## src/rtl/present_round_ctrl.sv

```systemverilog
// PRESENT-80 iterative encryption core: one round per clock, valid/ready on both sides.
// Holds the S-box, the substitution/permutation layer and the round controller FSM.

module present_sbox (
  input  logic [3:0] x_i,
  output logic [3:0] y_o
);
  always_comb begin
    y_o = 4'h0;
    case (x_i)
      4'h0: y_o = 4'hC;
      4'h1: y_o = 4'h5;
      4'h2: y_o = 4'h6;
      4'h3: y_o = 4'hB;
      4'h4: y_o = 4'h9;
      4'h5: y_o = 4'h0;
      4'h6: y_o = 4'hA;
      4'h7: y_o = 4'hD;
      4'h8: y_o = 4'h3;
      4'h9: y_o = 4'hE;
      4'hA: y_o = 4'hF;
      4'hB: y_o = 4'h8;
      4'hC: y_o = 4'h4;
      4'hD: y_o = 4'h7;
      4'hE: y_o = 4'h1;
      4'hF: y_o = 4'h2;
      default: y_o = 4'h0;
    endcase
  end
endmodule

// sBoxLayer followed by pLayer (bit i -> i*16 mod 63, bit 63 fixed).
module present_sub_per #(
  parameter int NUM_LANES = 16,
  parameter int VEC_W     = 4
) (
  input  logic [NUM_LANES*VEC_W-1:0] d_i,
  output logic [NUM_LANES*VEC_W-1:0] q_o
);
  localparam int W = NUM_LANES * VEC_W;

  logic [NUM_LANES-1:0][VEC_W-1:0] sb_in, sb_out;
  assign sb_in = d_i;

  for (genvar l = 0; l < NUM_LANES; l++) begin : g_lane
    present_sbox u_sbox (.x_i(sb_in[l]), .y_o(sb_out[l]));
  end

  for (genvar i = 0; i < W; i++) begin : g_perm
    localparam int P = (i == W-1) ? (W-1) : ((i * NUM_LANES) % (W-1));
    assign q_o[P] = sb_out[i / VEC_W][i % VEC_W];
  end
endmodule

module present_round_ctrl #(
  parameter int ROUNDS = 31
) (
  input  logic        clk,
  input  logic        rst,
  input  logic        in_valid_i,
  output logic        in_ready_o,
  input  logic [63:0] plaintext_i,
  input  logic [79:0] key_i,
  output logic        out_valid_o,
  input  logic        out_ready_i,
  output logic [63:0] ciphertext_o,
  output logic [4:0]  round_o
);
  localparam logic [4:0] LAST_RND = 5'(ROUNDS);

  typedef enum logic [1:0] {IDLE, RUN, DONE} fsm_t;

  fsm_t        fsm_q, fsm_d;
  logic [63:0] state_q, state_d;
  logic [79:0] key_q, key_d;
  logic [4:0]  round_q, round_d;
  logic [63:0] ct_q, ct_d;
  logic        out_valid_q, out_valid_d;

  logic [63:0] sp_out;
  logic [79:0] key_rot, key_nxt;
  logic [3:0]  key_sb;

  present_sub_per u_sub_per (.d_i(state_q ^ key_q[79:16]), .q_o(sp_out));

  assign key_rot = {key_q[18:0], key_q[79:19]};
  present_sbox u_key_sbox (.x_i(key_rot[79:76]), .y_o(key_sb));
  assign key_nxt = {key_sb, key_rot[75:20], key_rot[19:15] ^ round_q, key_rot[14:0]};

  always_comb begin
    fsm_d       = fsm_q;
    state_d     = state_q;
    key_d       = key_q;
    round_d     = round_q;
    ct_d        = ct_q;
    out_valid_d = out_valid_q;
    case (fsm_q)
      IDLE: begin
        if (in_valid_i) begin
          state_d = plaintext_i;
          key_d   = key_i;
          round_d = 5'd1;
          fsm_d   = RUN;
        end
      end
      RUN: begin
        state_d = sp_out;
        key_d   = key_nxt;
        if (round_q == LAST_RND) begin
          // final whitening with K32; counter parks at LAST_RND
          ct_d  = sp_out ^ key_nxt[79:16];
          fsm_d = DONE;
        end else begin
          round_d = round_q + 5'd1;
        end
      end
      DONE: begin
        // output register stage: valid rises one cycle after the last round
        if (!out_valid_q) begin
          out_valid_d = 1'b1;
        end else if (out_ready_i) begin
          out_valid_d = 1'b0;
          fsm_d       = IDLE;
        end
      end
      default: fsm_d = IDLE;
    endcase
  end

  always_ff @(posedge clk or posedge rst) begin
    if (rst) begin
      fsm_q       <= IDLE;
      state_q     <= '0;
      key_q       <= '0;
      round_q     <= '0;
      ct_q        <= '0;
      out_valid_q <= 1'b0;
    end else begin
      fsm_q       <= fsm_d;
      state_q     <= state_d;
      key_q       <= key_d;
      round_q     <= round_d;
      ct_q        <= ct_d;
      out_valid_q <= out_valid_d;
    end
  end

  assign in_ready_o   = (fsm_q == IDLE);
  assign out_valid_o  = out_valid_q;
  assign ciphertext_o = ct_q;
  assign round_o      = round_q;
endmodule

```

## config.mk

```make
export PLATFORM = sky130hd
export DESIGN_NAME = present_round_ctrl
export DESIGN_NICKNAME = d
export VERILOG_FILES = /design/src/rtl/present_round_ctrl.sv
export SDC_FILE = /design/constraint.sdc
export NUM_CORES = 1
export LEC_CHECK = 0
export ABC_AREA = 1
export CORE_ASPECT_RATIO = 0.6
export CORE_UTILIZATION = 30
export CTS_CLUSTER_SIZE = 8
export DETAILED_ROUTE_END_ITERATION = 12
export HOLD_SLACK_MARGIN = 0.06
export PLACE_DENSITY = 0.55
export SLEW_MARGIN = 10
export SYNTH_ARGS = -nofsm -noshare
export SYNTH_HDL_FRONTEND = slang
export SYNTH_HIERARCHICAL = 1
export SYNTH_SLANG_ARGS = --single-unit
```

## constraint.sdc

```tcl
create_clock -name clk -period 16.3 [get_ports clk]
set_clock_uncertainty 0.15 [all_clocks]
set_input_delay 2.445 -clock clk [delete_from_list [all_inputs] [get_ports clk]]
set_output_delay 2.445 -clock clk [all_outputs]
set_load 0.005 [all_outputs]
```

# --- Word-level counts from Yosys, hierarchy flattened ---
# Memory sizes are Yosys's and may differ from the RTL's.
# Cells that the tools add are included.
classes:
  addsub: 1
  eq_ne: 8
  mux: 14
  n_bitwise: 3
  reduce_logical: 6
op_table:
  columns: ["op", "count"]
  rows:
  - ["$pmux W80 S2", 1]
  - ["$pmux W64 S2", 1]
  - ["$xor A64 B64 Y64", 2]
  - ["$mux W80", 1]
  - ["$mux W64", 1]
  - ["$mux W5", 2]
  - ["$ne A2 B2 Y1 const B", 5]
  - ["$pmux W5 S2", 1]
  - ["$mux W2", 4]
  - ["$pmux W2 S3", 1]
  - ["$add A5 B1 Y5 const B", 1]
  - ["$eq A5 B5 Y1 const B", 1]
  - ["$xor A5 B5 Y5", 1]
  - ["$reduce_and A2 Y1", 2]
  - ["$reduce_and A4 Y1", 1]
  - ["$reduce_and A3 Y1", 1]
  - ["$eq A2 B1 Y1 const B", 1]
  - ["$eq A2 B2 Y1 const B", 1]
  - ["$logic_not A2 Y1", 1]
  - ["$mux W1", 2]
  - ["$reduce_bool A2 Y1", 1]
totals:
  reg_bits: 216
  rom_bits: 1088
  output_inout_bits: 71
  n_memories: 17
memory_table:
  columns: ["name", "depth", "width", "read_ports", "rd_ports_with_merged_regs", "wr", "line", "rtl"]
  rows:
  - ["(name not given)", 16, 4, 1, 0, 0, "10", "case (x_i)"]
  - ["(name not given)", 16, 4, 1, 0, 0, "10", null]
  - ["(name not given)", 16, 4, 1, 0, 0, "10", null]
  - ["(name not given)", 16, 4, 1, 0, 0, "10", null]
  - ["(name not given)", 16, 4, 1, 0, 0, "10", null]
  - ["(name not given)", 16, 4, 1, 0, 0, "10", null]
  - ["+11 memories", null, null, null, null, null, null, null]

# --- Longest topological paths before layout ---
logic_depth:
  word_depth: 3
  depth_mapped: 12

# --- Hierarchy ---
# Netlist, hierarchy kept.
modules_own_cells:
  columns: ["mod", "instances", "cells_each", "area_each_um2", "seq_area_each_um2"]
  rows:
  - ["present_round_ctrl", 1, 1396, 11169.5, 5405.2]
  - ["present_sbox at u_sub_per.g_lane[0].u_sbox ...", 15, 41, 216.5, 0.0]
  - ["present_sbox at u_key_sbox ...", 2, 40, 216.5, 0.0]

# --- Worst setup path before layout ---
# Ideal clock, no wire load.
synth_path:
  kind: "input to register"
  from: "input port in_valid_i"
  to: "register key_q[71]"
  setup_ns: 0.131
  t_arrival_ns: 2.976
  required_ns: 16.019
  setup_slack_ns: 13.043
  cell_stages: 6
  path_buffers: 2
  cell_sequence: "nand2_4 > nand2_4 > buf_6 > buf_6 > nand2_1 > o21ai_0"
synth_via:
  elab_chain_cells: 2
synth_rtl:
  columns: ["item", "line", "rtl"]
  rows:
  - ["start: declaration", "60", "input logic in_valid_i,"]
  - ["$ne A2 B2 Y1 (no line)", null, null]
  - ["$reduce_and A2 Y1 (no line)", null, null]
  - ["end signal: assignment", "141", "key_q <= key_d;"]
  - ["end: declaration", "75", "logic [79:0] key_q, key_d;"]
# No other way between the ends.
# A chain may end at the register's enable or synchronous reset.

# --- Worst setup path in the final report ---
layout_path:
  from: "input port in_valid_i"
  to: "register state_q[61]"
layout_via:
  elab_chain_cells: 2
layout_rtl:
  columns: ["item", "line", "rtl"]
  rows:
  - ["$ne A2 B2 Y1 (no line)", null, null]
  - ["$reduce_and A2 Y1 (no line)", null, null]
  - ["end signal: assignment", "140", "state_q <= state_d;"]
  - ["end: declaration", "74", "logic [63:0] state_q, state_d;"]
# No other way between the ends.

==> flow_metrics.tcl <==
set metrics [dict create \
    clk_path_buf_depth 3 \
    die_area_um2 50400 \
    met3_usage_pct 4.62 \
    cts_buffers 31 \
    multiInputGateArea_um2 7850 \
    synth_area_per_cell_um2 7.10 \
    cts_resized 0 \
    synth_nets 2326 \
    critical_path_class "primary input to register" \
    status "finished clean" \
    drc 0 \
    fin_crit_sh_pct 27.5 \
    synth.most_common_cell "nand2_1" \
    synth_enable_flop_cells 0 \
    rsz0062_at_grt "no" \
    synthesis.area_um2 14800 \
    final_max_slew_viol_count 0 \
    synth.distinct_cells 24 \
    ant_nets 0 \
    fin_crit_ns 4.48 \
    wirelength_um 54600 \
    ios 219 \
    fmax_mhz 223 \
    first_global_vias 13300 \
    crit_path_end_kind "register" \
    async_flop_share_pct 100 \
    ys_ff_latch 216 \
    wl_per_cell_um 18.8 \
    use_met1_pct 31.8 \
    grtUsageTotal_pct 21.5 \
    finalWeightedCongestion 0.940 \
    start_kind "primary input" \
    yosysSeqAreaShare_pct 36.4 \
    slew-limit-headroom_pct 27.7 \
    dr.pass1.iters 6 \
    cts_root_buffer "clkbuf_16" \
    cts.sinks 216 \
    hold_viol_final 0 \
    h-tree-depth 1 \
    crit_fanout 116 \
    synthToLayoutAreaGrowth_pct 21.1 \
    synth.area.top_cells "dfrtp_1 (36%), nand2_1 (24%), ha_1 (7.3%)" \
    clkSlewWorstSetupHoldPaths_ns 0.05 \
    dpl.hpwl_um 42300 \
    core_um2 48300 \
    register_area_um2 5410 \
    die_w_um 289 \
    post-cts-setup-buffers 0 \
    antenna_found_initial 0 \
    rows 62 \
    synth_ff_type "dfrtp_1" \
    drive_gt1_share_pct 4.37 \
    syn_inst 2091 \
    maxCapViolations 0 \
    gr-usage-met2_pct 31.8 \
    overflow 0 \
    grt_pass1_wl_um 81400 \
    synth_largest_area_cell "dfrtp_1" \
    io_buffers 218 \
    yosys-top-cells-count "nand2_1 (967), dfrtp_1 (216), inv_1 (205)" \
    tritoncts "done" \
    tightest_slew_ns 1.08 \
    drt_iter0_markers 1474 \
    insertion_delay_ns 0.58 \
    grt_busiest_layer "met2" \
    synth_top_cell_area_share_pct 36.4 \
    nets 2495 \
    routed-via-count 13900 \
    n_fill_cell 5052 \
    synth_warnings 6 \
    num_antenna_cells 0 \
    arrival_ns 4.84 \
    setup_viol 0 \
    hold_class "register to register" \
    grt_max_degree 117 \
    required_ns 16.66 \
    initial_core_util_pct 30.7 \
    viasPerCell 4.77 \
    fin_setup_tns_ns 0 \
    hold_buffers 0 \
    die_y_um 174 \
]
critical path, stage by stage:
cell and delay, ns:
clkdlybuf4s50_1 0.44, nand2_4 0.13, nand2_8 0.36, inv_2 0.53
buf_4 0.61, nand2_1 0.13, nand2_1 0.10
per-stage QoR:
stage / utilization, % / hold WS [ns] / instances / instance area, µm² / worst slack, ns
4_1_cts: 37.2 / 0.341 / 2904 / 18000 / 11.85
6_report: 37.2 / 0.335 / 2904 / 18000 / 11.82
3_3_place_gp: 35.5 / 0.325 / 2867 / 17200 / 11.31
5_1_grt: 37.2 / 0.362 / 2904 / 18000 / 11.68
3_5_place_dp: 35.5 / 0.324 / 2867 / 17200 / 11.26
2_1_floorplan: - / 0.318 / 2091 / 14800 / 7.80
registers in the layout (all words and copies together), names as in the netlist:
name          cells
fsm_q             2
key_q            80
ciphertext_o     64
state_q          64
round_o           5
out_valid_o       1
cells by family after synthesis:
| group | Yosys count | share of synthesized area [%] |
|---|---|---|
| buffers and inverters | 314 | 10.8 |
| AOI/OAI and AO/OA | 249 | 8.72 |
| DFF | 216 | 36.4 |
| and+or+nand+nor | 1101 | 29.4 |
| xor gates and xnor gates | 124 | 7.31 |
| adders and majority gates | 87 | 7.33 |
worst paths after layout:
check,startpoint,end,slack [ns],depth (start not counted)
max in group asynchronous,rst,ciphertext_o[27],12.30,3
setup / recovery,in_valid_i,state_q[61],11.82,7
hold / removal,ciphertext_o[25],ciphertext_o[25],0.34,2
setup reg to reg,fsm_q[0],state_q[61],13.24,6
min in group asynchronous,rst,fsm_q[1],2.18,2
hold reg to reg,ciphertext_o[25],ciphertext_o[25],0.34,2
layout make-up:
type	count	area share, %
Timing Repair Buffer	226	12.5
Sequential cell	216	30.1
Clock inverter	1	0.0487
Clock buffer	36	4.58
Multi-Input combinational cell	1561	43.7
Tap cell	640	4.45
Inverter	224	4.74
layer usage:
metal | wire length (µm) | share of wire (%) | vias to the layer above
li1 | - | - | 6726
met4 | 947 | 1.7 | 0
met2 | 23300 | 43 | 509
met1 | 25900 | 47 | 6556
met5 | 0 | 0 | -
met3 | 4480 | 8.2 | 63
layout by cell type, fill, tap and decap left out:
cell type        netlist  routed
xor2_1                64      64
clkbuf_1              14       2
nand4_1                2       2
inv_2                 18      17
or2_2                  1       1
inv_1                205     204
clkbuf_8               0       3
nand2_1              967     967
xnor2_1               60      60
clkbuf_16              0      31
nor2_8                 1       1
nor2_2                16      16
dfrtp_1              216     216
nor2_4                 2       2
clkinv_2               0       1
buf_4                  3       8
a21oi_1                4       4
clkdlybuf4s50_1        0     218
o21ai_0              138     138
o21ai_1               94      94
inv_6                  0       1
inv_4                  1       1
ha_1                  87      87
nand2_8                0       2
nor2_1                 4       4
inv_8                  0       1
nand2_4                3       1
nand3_1              105     105
o21ai_2               13      13
Power is not shown: default switching activity piles up to over one toggle a cycle in this logic, so the estimate is an artifact.
